### src/rtl/pipe_ctrl_pkg.sv
// pipe_ctrl_pkg
// Shared constants for the 3-stage pipeline controller: the 5-bit major
// opcodes (instruction bits [6:2]) already used by the core, the bubble
// instruction word, the PC-mux and write-back select encodings, the
// controller state encodings and the decoded-field record that the
// inst_fields decoder hands back to the controller.
package pipe_ctrl_pkg;

   // Major opcodes, taken from instruction bits [6:2]
   localparam logic [4:0] OP_LOAD   = 5'b00000;
   localparam logic [4:0] OP_ARI_I  = 5'b00100;
   localparam logic [4:0] OP_AUIPC  = 5'b00101;
   localparam logic [4:0] OP_STORE  = 5'b01000;
   localparam logic [4:0] OP_ARI_R  = 5'b01100;
   localparam logic [4:0] OP_LUI    = 5'b01101;
   localparam logic [4:0] OP_BRANCH = 5'b11000;
   localparam logic [4:0] OP_JALR   = 5'b11001;
   localparam logic [4:0] OP_JAL    = 5'b11011;
   localparam logic [4:0] OP_CSR    = 5'b11100;

   // Bubble word: addi x0,x0,0
   localparam logic [31:0] NOP_INST = 32'h0000_0013;

   // PC mux select encodings
   localparam logic [1:0] PC_PLUS4 = 2'd0;
   localparam logic [1:0] PC_ALU   = 2'd1;
   localparam logic [1:0] PC_RESET = 2'd2;
   localparam logic [1:0] PC_HOLD  = 2'd3;

   // Write-back select encodings
   localparam logic [1:0] WB_ALU  = 2'd0;
   localparam logic [1:0] WB_LOAD = 2'd1;
   localparam logic [1:0] WB_PC4  = 2'd2;

   // Controller states
   localparam logic [1:0] ST_HOLD  = 2'd0;
   localparam logic [1:0] ST_RUN   = 2'd1;
   localparam logic [1:0] ST_STALL = 2'd2;

   // Register indices and usage flags decoded from one instruction word
   typedef struct packed {
      logic [4:0] opcode;
      logic [4:0] rs1;
      logic [4:0] rs2;
      logic [4:0] rd;
      logic       readsRs1;
      logic       readsRs2;
      logic       writesRd;
      logic       isCtrl;
   } inst_info_t;

endpackage

### src/rtl/pipe_ctrl_inst_fields.sv
// pipe_ctrl_inst_fields
// Purely combinational field decoder, used once per pipeline stage.
// Ports:
//   i_inst  in  32  instruction word of the stage
//   o_info  out     opcode, rs1/rs2/rd indices and the reads_rs1, reads_rs2,
//                   writes_rd (already excluding rd = x0) and is_ctrl flags
module pipe_ctrl_inst_fields
   import pipe_ctrl_pkg::*;
(
   input  logic [31:0] i_inst,
   output inst_info_t  o_info
);

   // funct fields and the fixed low bits play no part in hazard control
   logic w_unusedBits;
   assign w_unusedBits = ^{i_inst[31:25], i_inst[14:12], i_inst[1:0]};

   // Register usage by opcode; unknown opcodes neither read nor write
   always_comb begin
      o_info          = '0;
      o_info.opcode   = i_inst[6:2];
      o_info.rs1      = i_inst[19:15];
      o_info.rs2      = i_inst[24:20];
      o_info.rd       = i_inst[11:7];
      o_info.readsRs1 = (o_info.opcode inside {OP_JALR, OP_BRANCH, OP_LOAD, OP_STORE,
                                               OP_ARI_I, OP_ARI_R, OP_CSR});
      o_info.readsRs2 = (o_info.opcode inside {OP_BRANCH, OP_STORE, OP_ARI_R});
      // An rd of x0 is a discarded result, so it never counts as a write
      o_info.writesRd = (o_info.opcode inside {OP_LUI, OP_AUIPC, OP_JAL, OP_JALR,
                                               OP_LOAD, OP_ARI_I, OP_ARI_R})
                        && (o_info.rd != 5'd0);
      o_info.isCtrl   = (o_info.opcode inside {OP_JAL, OP_JALR, OP_BRANCH});
   end

endmodule

### src/rtl/pipe_ctrl.sv
// pipe_ctrl
// Pipeline controller for the 3-stage (IF / EX / MW) RISC-V core. Holds the
// EX and MW instruction words, sequences the PC mux through reset hold,
// not-taken prediction with a one-bubble redirect, and memory freezes, and
// drives the forwarding, register-file bypass and write-back controls.
// Ports:
//   clk          in   1   core clock
//   rst_n        in   1   asynchronous active-low reset
//   if_inst      in   32  IMEM read data for the PC chosen last cycle
//   ex_br_taken  in   1   branch comparator result for the EX instruction
//   mem_stall    in   1   data memory / IO busy, freezes the pipeline
//   pc_sel       out  2   0 PC+4, 1 ALU target, 2 reset vector, 3 hold
//   ex_inst      out  32  EX-stage instruction (NOP when bubbled)
//   ex_fwd_a/b   out  1   EX rs1/rs2 taken from the MW write-back value
//   if_byp_a/b   out  1   IF register read of rs1/rs2 bypassed from MW
//   mw_rf_we     out  1   register-file write enable for the MW instruction
//   mw_wb_sel    out  2   0 ALU result, 1 load data, 2 PC+4
module pipe_ctrl
   import pipe_ctrl_pkg::*;
#(
   parameter int RESET_HOLD = 2
) (
   input  logic        clk,
   input  logic        rst_n,
   input  logic [31:0] if_inst,
   input  logic        ex_br_taken,
   input  logic        mem_stall,
   output logic [1:0]  pc_sel,
   output logic [31:0] ex_inst,
   output logic        ex_fwd_a,
   output logic        ex_fwd_b,
   output logic        if_byp_a,
   output logic        if_byp_b,
   output logic        mw_rf_we,
   output logic [1:0]  mw_wb_sel
);

   localparam int CW = (RESET_HOLD > 1) ? $clog2(RESET_HOLD) : 1;

   logic [1:0]    r_state;
   logic [CW-1:0] r_holdCnt;
   logic [31:0]   r_exInst;
   logic [31:0]   r_mwInst;

   inst_info_t w_ifInfo;
   inst_info_t w_exInfo;
   inst_info_t w_mwInfo;

   logic w_running;
   logic w_freeze;
   logic w_redirect;

   pipe_ctrl_inst_fields u_ifFields (.i_inst(if_inst),  .o_info(w_ifInfo));
   pipe_ctrl_inst_fields u_exFields (.i_inst(r_exInst), .o_info(w_exInfo));
   pipe_ctrl_inst_fields u_mwFields (.i_inst(r_mwInst), .o_info(w_mwInfo));

   logic w_unusedInfo;
   assign w_unusedInfo = ^{w_ifInfo.opcode, w_ifInfo.rd, w_ifInfo.writesRd, w_ifInfo.isCtrl,
                           w_exInfo.rd, w_exInfo.writesRd,
                           w_mwInfo.rs1, w_mwInfo.rs2, w_mwInfo.readsRs1,
                           w_mwInfo.readsRs2, w_mwInfo.isCtrl};

   // The freeze acts in the very cycle mem_stall is seen, whether the state
   // register still says RUN or already says STALL; likewise the cycle in
   // which mem_stall drops while in STALL behaves as a RUN cycle, so a frozen
   // jump redirects immediately after the stall without an extra dead cycle.
   assign w_running  = (r_state != ST_HOLD);
   assign w_freeze   = w_running && mem_stall;
   assign w_redirect = w_running && !mem_stall && w_exInfo.isCtrl
                       && ((w_exInfo.opcode != OP_BRANCH) || ex_br_taken);

   assign ex_inst  = r_exInst;
   assign mw_rf_we = w_running && w_mwInfo.writesRd;
   assign ex_fwd_a = mw_rf_we && w_exInfo.readsRs1 && (w_exInfo.rs1 == w_mwInfo.rd);
   assign ex_fwd_b = mw_rf_we && w_exInfo.readsRs2 && (w_exInfo.rs2 == w_mwInfo.rd);
   assign if_byp_a = mw_rf_we && w_ifInfo.readsRs1 && (w_ifInfo.rs1 == w_mwInfo.rd);
   assign if_byp_b = mw_rf_we && w_ifInfo.readsRs2 && (w_ifInfo.rs2 == w_mwInfo.rd);

   // PC mux priority: reset vector during hold, then freeze, then redirect
   always_comb begin
      pc_sel = PC_PLUS4;
      if (!w_running) begin
         pc_sel = PC_RESET;
      end else if (w_freeze) begin
         pc_sel = PC_HOLD;
      end else if (w_redirect) begin
         pc_sel = PC_ALU;
      end
   end

   // Write-back source chosen from the MW opcode
   always_comb begin
      mw_wb_sel = WB_ALU;
      if (w_mwInfo.opcode == OP_LOAD) begin
         mw_wb_sel = WB_LOAD;
      end else if ((w_mwInfo.opcode == OP_JAL) || (w_mwInfo.opcode == OP_JALR)) begin
         mw_wb_sel = WB_PC4;
      end
   end

   // State and stage registers. HOLD flushes both stages while the counter
   // runs down; afterwards the stages advance unless frozen, with the EX
   // slot replaced by a bubble behind a redirect to kill the wrong path.
   always_ff @(posedge clk or negedge rst_n) begin
      if (!rst_n) begin
         r_state   <= ST_HOLD;
         r_holdCnt <= CW'(RESET_HOLD - 1);
         r_exInst  <= NOP_INST;
         r_mwInst  <= NOP_INST;
      end else begin
         case (r_state)
            ST_HOLD: begin
               r_exInst <= NOP_INST;
               r_mwInst <= NOP_INST;
               if (r_holdCnt == '0) begin
                  r_state <= ST_RUN;
               end else begin
                  r_holdCnt <= r_holdCnt - CW'(1);
               end
            end
            default: begin
               if (mem_stall) begin
                  r_state <= ST_STALL;
               end else begin
                  r_state  <= ST_RUN;
                  r_mwInst <= r_exInst;
                  r_exInst <= w_redirect ? NOP_INST : if_inst;
               end
            end
         endcase
      end
   end

endmodule
### config.mk
export PLATFORM = sky130hd
export DESIGN_NAME = pipe_ctrl
export DESIGN_NICKNAME = d
export VERILOG_FILES = /design/src/rtl/pipe_ctrl_pkg.sv /design/src/rtl/pipe_ctrl_inst_fields.sv /design/src/rtl/pipe_ctrl.sv
export SDC_FILE = /design/constraint.sdc
export NUM_CORES = 1
export LEC_CHECK = 0
export ABC_AREA = 1
export ABC_CLOCK_PERIOD_IN_PS = 1900
export CAP_MARGIN = 20
export CORE_MARGIN = 3
export CORE_UTILIZATION = 29
export CTS_CLUSTER_DIAMETER = 150
export DETAILED_ROUTE_END_ITERATION = 8
export GPL_TIMING_DRIVEN = 1
export HOLD_SLACK_MARGIN = 0.08
export PLACE_DENSITY = 0.6
export SETUP_SLACK_MARGIN = 0.1
export SLEW_MARGIN = 20
export SYNTH_ARGS = -nofsm -noshare
export SYNTH_HDL_FRONTEND = slang
export SYNTH_HIERARCHICAL = 1
export SYNTH_SLANG_ARGS = --single-unit
export TNS_END_PERCENT = 5
### constraint.sdc
create_clock -name clk -period 1.9 [get_ports clk]
set_input_delay 0.285 -clock clk [delete_from_list [all_inputs] [get_ports clk]]
set_output_delay 0.285 -clock clk [all_outputs]
set_load 0.02 [all_outputs]
After elaboration in Yosys (flattened, before gate mapping)

Cells that the tools add are included.

Register bits: 47
Bits of input ports: 36
Logic and storage cells: 74

Add/sub/neg operators: 1
Equality and inequality tests: 26
Mux-type cells: 14
Reduce and logical (&&, ||, !) cells: 29

Operators by type and width:

| operator                                                                 | number |
|---|---|
| 32-bit two-way mux                                                       | 3 |
| 5-bit equality test (second input constant)                              | 9 |
| 5-bit by 4-bit equality test with 1-bit output (second input constant)   | 6 |
| 12-bit two-way mux                                                       | 2 |
| 7-bit nonzero test                                                       | 3 |
| 5-bit by 3-bit equality test with 1-bit output (second input constant)   | 4 |
| 5-bit equality test                                                      | 4 |
| 5-bit zero test                                                          | 3 |
| 1-bit logical AND                                                        | 14 |
| 2-bit two-way mux                                                        | 7 |
| 3-bit nonzero test                                                       | 3 |
| 5-bit inequality test (second input constant)                            | 1 |
| 5-bit nonzero test                                                       | 1 |
| 2-bit zero test                                                          | 1 |
| 1-bit logical OR                                                         | 2 |
| 1-bit two-way mux                                                        | 2 |
| 2-bit by 1-bit inequality test with 1-bit output (second input constant) | 1 |
| 2-bit inequality test (second input constant)                            | 1 |
| 2-bit nonzero test                                                       | 1 |
| 1-bit zero test                                                          | 1 |
| 1-bit subtractor (second input constant)                                 | 1 |

Longest topological paths before layout

Gate-level depths: netlist (run 1).

Depth in word-level cells: 7
Mapped depth: 10
Depth with buffers taken out: 10

Hierarchy

Netlist (run 1), hierarchy kept.

By module, submodules not included:

| module                | times used | cells each | area an instance (µm²) | seq. area each (µm²) |
|---|---|---|---|---|
| pipe_ctrl             | 1          | 363        | 3,111.7                | 1,685.4 |
| pipe_ctrl_inst_fields | 3          | 46         | 262.8                  | 0.0 |

Worst setup path before layout (run 1)

OpenSTA, ideal clock, no wires.

Path kind: reg-to-output
Start: register r_mwInst[4]
End: output ex_fwd_a
Data arrival time: 1.538 ns
Path slack: 0.077 ns
Cell stages (with the launch flop): 11
Path through: dfstp_2 > nand2_1 > inv_1 > nand2_1 > nand2_1 > nor2_1 > nor2_1 > nand2_1 > inv_1 > nand3_1 > nor2_1

RTL lines:

| element                | RTL line         | source |
|---|---|---|
| from (decl)            | pipe_ctrl.sv:43  | `logic [31:0] r_mwInst;` |
| from (signal assigned) | pipe_ctrl.sv:126 | `r_mwInst <= r_exInst;` |
| to (decl)              | pipe_ctrl.sv:30  | `output logic ex_fwd_a,` |

==> run metrics, run 1 <==
Final Hold Fails 0; met3 Resource Use GR 3.40%; Mapped Cells 400; slew margin rel. 57.2%; area grow syn2layout 34.5%; initial antenna violation count 0; routed via count 2529; fmax 482 MHz; peak supply drop 0.311 mV; CP startpoint r_mwInst[4]$_DFFE_PN1N_; syn avg cell area 7.07 um^2; Final WS setup -0.177 ns; CP Launch Type flop; Most Crowded Layer GR met2; Syn Nets 436; root buffer cell clkbuf_8; hpwl dp 5.43 mm; All-Layer GR Usage 14.0%; GR Util met1 17.1%; WL final 7.43 mm; Worst-Margin Slew 0.642 ns; Placed Cells 592; initial core utilization 30.2%; Post-Syn Area 0.00283 mm^2; Sink Count 45; met2 Usage GRT 25.1%; layout cell share with drive strength beyond 1 16.9%; Clock Path Buffers 2; worst clock skew 0.00948 ns; worst-path maximum fanout 4; R2R setup slack 0.29 ns; final cell count without fillers 601; First-pass DRT Iterations 4; die width 105 um; Final Wtd Congestion 0.860; CP Data Required Time 1.62 ns; htree depth 2; first-pass GRT wire length 12.8 mm; critical path type flop to output pin; DR DRC count 0; row count 35; Pwr per Cell Area 878 mW/mm^2; fin crit share 109%; Reg2Reg Depth 10; n_diodes 0; post-route ant nets 0; failing checks setup timing; DRC marker count from the first detailed-route iteration 75; Core Area 0.00937 mm^2; data arrival time of the worst path 1.79 ns; outcome complete, but fails checks; Reg2Reg Capture Point ex_inst[10]$_DFFE_PN0N_; unrepaired setup endpoints after global routing yes; die height 105 um; RR Startpoint ex_inst[4]$_DFFE_PN1N_; Via density 4.21; max-slew violations 0; HP Class flop to flop; Hold WS 0.445 ns; CTS tree built; I/O Pins 77; # fillers 1000; largest net degree at the start of global routing 40; Worst Setup EP if_byp_b; Yosys warnings 6; wire per inst 12.4 um; grt ovf 0; clk_lat worst skew 0.29 ns; Leak 2.00 nW; number of global-route vias before repair 2604; final setup vio count 5; Tmin final 2.08 ns; clock buffer count from CTS 5; Max Cap Violations 0; Port Buf Inserts 76; crit end category output pin; Final #Nets 507; clock-pin slew on the worst setup and hold paths 0.09 ns; die area 0.0110 mm^2
==> per-layer routing <==
layer	part of all wire, %	wire length [um]
met5	0	0
met3	5.1	382
met1	45	3330
met2	49	3650
met4	0.81	60
==> cells in the final DEF, fill, tap and decap left out, drive strengths merged, types with 7 or more instances in the layout <==
cell           count
a22o               9
buf               46
clkbuf             7
clkdlybuf4s50     63
dfrtp             40
inv               63
nand2            127
nand3             11
nor2              65
o21ai             11
xnor2              7
==> worst min path at each step <==
stage                          start                 endpoint  cells past startpoint
2_1_floorplan                  rst_n  ex_inst[10]$_DFFE_PN0N_                      0
6_report       r_holdCnt$_DFFE_PN1P_    r_holdCnt$_DFFE_PN1P_                      2
5_1_grt        r_holdCnt$_DFFE_PN1P_    r_holdCnt$_DFFE_PN1P_                      2
4_1_cts        r_holdCnt$_DFFE_PN1P_    r_holdCnt$_DFFE_PN1P_                      2
3_5_place_dp                   rst_n  ex_inst[12]$_DFFE_PN0N_                      1
3_3_place_gp                   rst_n  ex_inst[12]$_DFFE_PN0N_                      1
==> what timing repair did <==
action / CTS / global route
setup buffers: 0 / 0
setup endpoints to repair: 10 / 10
hold buffers: 1 / 0
endpoints found under the hold margin: 19 / 0
pin swaps: 10 / 6
resized for setup: 51 / 13
==> registers in the layout, summed over array words and instances, names as in the netlist <==
signal,flops
ex_inst,32
r_holdCnt,1
r_mwInst,10
r_state,2
==> critical path: stages, from the launching register on <==
cell and delay (ns):
dfstp_2 0.60, nand2_1 0.07, inv_1 0.05, nand2_1 0.04, nand2_1 0.08, nor2_2 0.04
nor2_2 0.09, nand2_2 0.10, nor2_2 0.11, nand2_1 0.07, nor2_1 0.12, buf_4 0.15
==> cell type report <==
type	count	area [um^2]	share of cell area, %
inverters	63	236	6.22
clock inverters	1	5.00	0.132
flip-flops and latches	45	1130	29.8
clock buffers	7	96.3	2.53
multi-input cells	242	1130	29.7
repair buffers	114	1040	27.4
well taps	129	161	4.24
==> through the flow <==
step                      worst slack [ns]  TNS [ns]  util [%]  instance area (um^2)  total power (W)
after floorplan                      0.103         0         -                  2830          0.00213
after global placement              -0.561     -2.09      38.9                  3650          0.00264
after detailed placement            -0.562     -2.25      38.9                  3650          0.00266
after CTS                           -0.215    -0.907      40.3                  3770          0.00335
after global routing                -0.357     -1.54      40.6                  3800          0.00360
final                               -0.177    -0.631      40.6                  3800          0.00334
==> power breakdown <==
group / total, W / internal (W) / switching [W]
clock: 0.000664 / 0.000329 / 0.000334
combinational: 0.00142 / 0.000658 / 0.000764
sequential: 0.00126 / 0.00113 / 0.000130
total: 0.00334 / 0.00211 / 0.00123
No activity file was read; power rests on OpenSTA's default activity.
==> inputs of run 2 (changes only) <==
--- a/config.mk
+++ b/config.mk
@@ -8,7 +8,7 @@
 export ABC_AREA = 1
 export ABC_CLOCK_PERIOD_IN_PS = 1900
 export CAP_MARGIN = 20
-export CORE_MARGIN = 3
+export CORE_MARGIN = 2
 export CORE_UTILIZATION = 29
 export CTS_CLUSTER_DIAMETER = 150
 export DETAILED_ROUTE_END_ITERATION = 8
==> run 2 against run 1 <==
The run still ends with setup timing left. Clock power shrank 10%. Combinational power is essentially flat. Clock skew shrank 0.0028 ns. Critical endpoint is now ex_fwd_a. Largest cell class unchanged.
==> run metrics, run 2 (same netlist as run 1, synthesis figures left out) <==
die width 103 um (-1.9%); n_diodes 0 (unchanged); Final Hold Fails 0 (unchanged); layout cell share with drive strength beyond 1 16.3% (-0.67 points); Pwr per Cell Area 862 mW/mm^2 (-1.8%); GR Util met1 17.1% (about the same); DRC marker count from the first detailed-route iteration 105 (+40%); unrepaired setup endpoints after global routing yes; crit end category output pin; WL final 7.42 mm (-0.16%); CP Launch Type flop; clock buffer count from CTS 5 (unchanged); critical path type flop to output pin; number of global-route vias before repair 2611 (+0.27%); outcome complete, but fails checks; root buffer cell clkbuf_8; met3 Resource Use GR 3.59% (+0.20 points); most common cell after layout, fill and taps aside nand2_1; slew margin rel. 66.8% (+9.7 points); met2 Usage GRT 28.4% (+3.3 points); max-slew violations 0 (unchanged); peak supply drop 0.439 mV (+41%); final setup vio count 5 (unchanged); clk_lat worst skew 0.30 ns (about the same); initial core utilization 29.3% (-0.84 points); hpwl dp 5.40 mm (-0.67%); first-pass GRT wire length 12.4 mm (-2.6%); most frequent cells in the layout nand2_1 (124), clkdlybuf4s50_1 (64), inv_1 (59), nor2_1 (59); Final #Nets 508 (+0.20%); CP Data Required Time 1.62 ns (about the same); # fillers 1039 (+3.9%); Via density 4.23 (+0.47%); fmax 483 MHz (+0.22%); area of the multi-input gates 0.00112 mm^2 (-0.44%); Leak 2.00 nW (-0.13%); Final Wtd Congestion 0.871 (+1.3%); number of flip-flops in the largest register 32 (unchanged); htree depth 2 (unchanged); Hold WS 0.443 ns (-0.00230 ns); wire per inst 12.2 um (-0.99%); Tmin final 2.07 ns (-0.00462 ns); Port Buf Inserts 76 (unchanged); fin crit share 109% (-0.24 points); First-pass DRT Iterations 4 (unchanged); Final WS setup -0.172 ns (+0.00462 ns); worst-path maximum fanout 3 (-1); I/O Pins 77 (unchanged); clock-pin slew on the worst setup and hold paths 0.09 ns (about the same); data arrival time of the worst path 1.79 ns (about the same); Worst-Margin Slew 0.498 ns (-0.145 ns); placed cell area 0.00366 mm^2 (+0.48%); die area 0.0106 mm^2 (-3.8%); CTS tree built; HP Class flop to flop; failing checks setup timing; worst clock skew 0.00670 ns (-0.00278 ns); die height 103 um (-1.9%); DR DRC count 0 (unchanged); initial antenna violation count 0 (unchanged); row count 36 (+2.9%); Most Crowded Layer GR met2; FF/Latch Area 0.00113 mm^2 (+0.11%); final instance area 0.00380 mm^2 (unchanged); Clock Path Buffers 2 (unchanged); Total Power 0.00328 W (-1.8%); pre-CTS setup slack -0.606 ns (-0.0441 ns); Core Area 0.00964 mm^2 (+2.9%); largest net degree at the start of global routing 40 (unchanged); area grow syn2layout 34.5% (unchanged); All-Layer GR Usage 15.1% (+1.0 points); post-route ant nets 0 (unchanged); grt ovf 0 (unchanged); routed via count 2562 (+1.3%); Max Cap Violations 0 (unchanged); post-route setup TNS -0.659 ns (-0.0280 ns); Sink Count 45 (unchanged)
run 2: cell types whose count changed in the layout (fill, tap and decap cells not counted), sizes merged:
cell / before / now
clkinv: 1 / 2
dlymetal6s2s: 2 / 1
clkbuf: 7 / 6
clkdlybuf4s50: 63 / 64
buf: 46 / 47
run 2: critical path: stages (launching register included):
cell,delay (ns)
dfstp_2,0.59
nand2_1,0.07
inv_1,0.05
nand2_1,0.04
nand2_1,0.06
nor2_1,0.03
nor2_1,0.11
nand2_2,0.10
inv_2,0.08
nand3_1,0.08
nor2_1,0.12
buf_4,0.16
run 2: what timing repair did:
item                       4_1_cts  5_1_grt
resized for setup               53       10
buffers inserted                 1        0
hold endpoints to repair        19        0
pin swaps                        6        7
setup endpoints to repair       10        9
gates cloned                     0        0
hold buffers                     1        0
run 2: stage by stage:
step	util, %	instances
final	39.5	606
after global routing	39.5	606
after CTS	39.2	606
after detailed placement	38.0	596
after global placement	38.0	596
after floorplan	-	400
run 2: metal layers:
layer	wire length, um	share of wire [%]	vias up
met4	63	0.85	0
met3	412	5.6	6
li1	-	-	1292
met2	3760	51	68
met1	3180	43	1196
met5	0	0	-
run 2: path summary, 6_finish.rpt:
| check | start | end | slack, ns | depth (start not counted) |
|---|---|---|---|---|
| max | r_mwInst[4]$_DFFE_PN1N_ | ex_fwd_a | -0.17 | 11 |
| min | r_holdCnt$_DFFE_PN1P_ | r_holdCnt$_DFFE_PN1P_ | 0.44 | 2 |
| max reg2reg | ex_inst[4]$_DFFE_PN1N_ | ex_inst[14]$_DFFE_PN0N_ | 0.34 | 10 |
| min reg2reg | r_holdCnt$_DFFE_PN1P_ | r_holdCnt$_DFFE_PN1P_ | 0.44 | 2 |
| max in group asynchronous | rst_n | ex_inst[1]$_DFFE_PN1N_ | 0.82 | 3 |
| min in group asynchronous | rst_n | ex_inst[14]$_DFFE_PN0N_ | 0.48 | 2 |
run 2: final cells by class:
| cell class | count | area share, % |
|---|---|---|
| well taps | 133 | 4.38 |
| repair buffers | 115 | 27.9 |
| multi-input cells | 242 | 29.6 |
| clock inverters | 2 | 0.263 |
| flip-flops and latches | 45 | 29.8 |
| inverters | 63 | 6.22 |
| clock buffers | 6 | 1.91 |
run 2: power breakdown:
part           internal, W  switching (W)
Clock             0.000256       0.000340
Sequential         0.00113       0.000135
Combinational     0.000666       0.000756
Total              0.00205        0.00123
==> inputs of run 3 (changes only) <==
--- a/config.mk
+++ b/config.mk
@@ -8,10 +8,10 @@
 export ABC_AREA = 1
 export ABC_CLOCK_PERIOD_IN_PS = 1900
 export CAP_MARGIN = 20
-export CORE_MARGIN = 2
 export CORE_UTILIZATION = 29
 export CTS_CLUSTER_DIAMETER = 150
 export DETAILED_ROUTE_END_ITERATION = 8
+export GPL_ROUTABILITY_DRIVEN = 1
 export GPL_TIMING_DRIVEN = 1
 export HOLD_SLACK_MARGIN = 0.08
 export PLACE_DENSITY = 0.6
==> run 3 against run 2 <==
The run still ends with setup timing left. Cell count down 0.33%. Die area down 3.9%. Flip-flop and latch count unchanged. Critical path type unchanged.
==> run metrics, run 3 (same netlist as run 1, synthesis figures left out) <==
initial antenna violation count 0 (unchanged); Via density 4.19 (-1.0%); n_diodes 0 (unchanged); clock-pin slew on the worst setup and hold paths 0.09 ns (about the same); First-pass DRT Iterations 4 (unchanged); Final Wtd Congestion 0.775 (-11%); WL final 7.19 mm (-3.0%); Leak 2.00 nW (+0.11%); initial core utilization 30.3% (+0.98 points); fin util 41.1% (+1.6 points); Final WS setup -0.205 ns (-0.0327 ns); outcome complete, but fails checks; peak supply drop 0.349 mV (-21%); Tmin final 2.10 ns (+0.0327 ns); worst clock skew 0.00940 ns (+0.00270 ns); Max Cap Violations 0 (unchanged); row count 35 (-2.8%); area grow syn2layout 35.5%; die area 0.0102 mm^2 (-3.9%); Worst-Margin Slew 0.508 ns (+0.0107 ns); I/O Pins 77 (unchanged); grt ovf 0 (unchanged); data arrival time of the worst path 1.82 ns (+0.03 ns); first-pass GRT wire length 12.0 mm (-3.2%); final cell count without fillers 604 (-0.33%); largest net degree at the start of global routing 40 (unchanged); All-Layer GR Usage 15.2% (+0.057 points); Sink Count 45 (unchanged); die width 101 um (-1.9%); unrepaired setup endpoints after global routing yes; number of flip-flops in the largest register 32 (unchanged); Placed Cells 592 (-0.67%); fin crit share 111% (+1.7 points); Clock Path Buffers 2 (unchanged); root buffer cell clkbuf_8; max-slew violations 0 (unchanged); final setup vio count 5 (unchanged); CP Launch Type flop; HP Class flop to flop; most common cell after layout, fill and taps aside nand2_1; failing checks setup timing; pre-CTS setup slack -0.566 ns (+0.0400 ns); clock buffer count from CTS 5 (unchanged); Final Hold Fails 0 (unchanged); Total Power 0.00345 W (+5.1%); worst-path maximum fanout 4 (+1); hpwl dp 5.26 mm (-2.6%); clk_lat worst skew 0.30 ns (about the same); DR DRC count 0 (unchanged); critical path type flop to output pin; CTS tree built; slew margin rel. 66.1% (-0.71 points); layout cell share with drive strength beyond 1 16.2% (-0.069 points); die height 101 um (-1.9%); CP Data Required Time 1.62 ns (about the same); fmax 475 MHz (-1.6%); most frequent cells in the layout nand2_1 (125), clkdlybuf4s50_1 (64), inv_1 (59); wire per inst 11.9 um (-2.7%); routed via count 2528 (-1.3%); crit end category output pin; Hold WS 0.445 ns (+0.00202 ns); Core Area 0.00933 mm^2 (-3.2%); post-route ant nets 0 (unchanged); Port Buf Inserts 76 (unchanged); number of global-route vias before repair 2596 (-0.57%); Pwr per Cell Area 900 mW/mm^2 (+4.3%); htree depth 2 (unchanged); DRC marker count from the first detailed-route iteration 70 (-33%); Final #Nets 510 (+0.39%)
==> run 3: changes by cell type in the layout (fill, tap and decap cells not counted), moves of 2 or more <==
cell / change
nor2_1: -3
clkinv_2: -2
nor2_2: +4
clkdlybuf4s15_1: +2
==> run 3: per-layer routing <==
metal | track usage [%] | part of all wire, % | up-vias
met3 | 4.30 | 6.1 | 8
met4 | 4.01 | 1.5 | 0
met5 | 0 | 0 | -
li1 | - | - | 1294
met1 | 18.4 | 45 | 1151
met2 | 26.2 | 47 | 75
==> run 3: per-stage QoR <==
stage	cell area [um^2]	setup TNS, ns
after detailed placement	3660	-2.26
after global placement	3660	-2.21
after global routing	3830	-1.76
after floorplan	2830	0
final	3830	-0.940
after CTS	3780	-0.885
==> run 3: path summary, 6_finish.rpt <==
kind / start / end / slack, ns / depth (start not counted)
setup / recovery: r_mwInst[4]$_DFFE_PN1N_ / if_byp_a / -0.20 / 11
min in group asynchronous: rst_n / ex_inst[7]$_DFFE_PN0N_ / 0.49 / 2
hold reg to reg: r_holdCnt$_DFFE_PN1P_ / r_holdCnt$_DFFE_PN1P_ / 0.44 / 2
max in group asynchronous: rst_n / r_holdCnt$_DFFE_PN1P_ / 0.83 / 3
setup reg to reg: ex_inst[4]$_DFFE_PN1N_ / ex_inst[18]$_DFFE_PN0N_ / 0.29 / 10
hold / removal: r_holdCnt$_DFFE_PN1P_ / r_holdCnt$_DFFE_PN1P_ / 0.44 / 2
==> run 3: layout make-up <==
type | count | area (um^2)
multi-input cells | 242 | 1100
clock buffers | 7 | 86.3
inverters | 63 | 236
flip-flops and latches | 45 | 1130
fillers | 934 | 5490
repair buffers | 117 | 1080
clock inverters | 1 | 30.0
well taps | 129 | 161
==> run 3: power breakdown <==
group          leakage [nW]  switching [W]  internal [W]
combinational          1.37       0.000738      0.000680
sequential            0.571       0.000141       0.00113
clock                0.0585       0.000334      0.000429
total                  2.00        0.00121       0.00224
==> run 3: timing repair <==
action,in CTS,in global routing
hold buffers,1,0
setup endpoints to repair,10,9
hold endpoints to repair,15,0
resized for setup,40,11
pin swaps,5,7
buffers inserted,1,2
==> run 3: critical path, cell delays in order, from the launching register on <==
cell	delay, ns
dfstp_2	0.60
nand2_1	0.07
inv_1	0.05
nand2_1	0.05
nand2_2	0.06
nor2_2	0.03
nor2_1	0.11
nand2_1	0.11
inv_2	0.10
nand3_2	0.08
nor2_2	0.14
buf_6	0.13
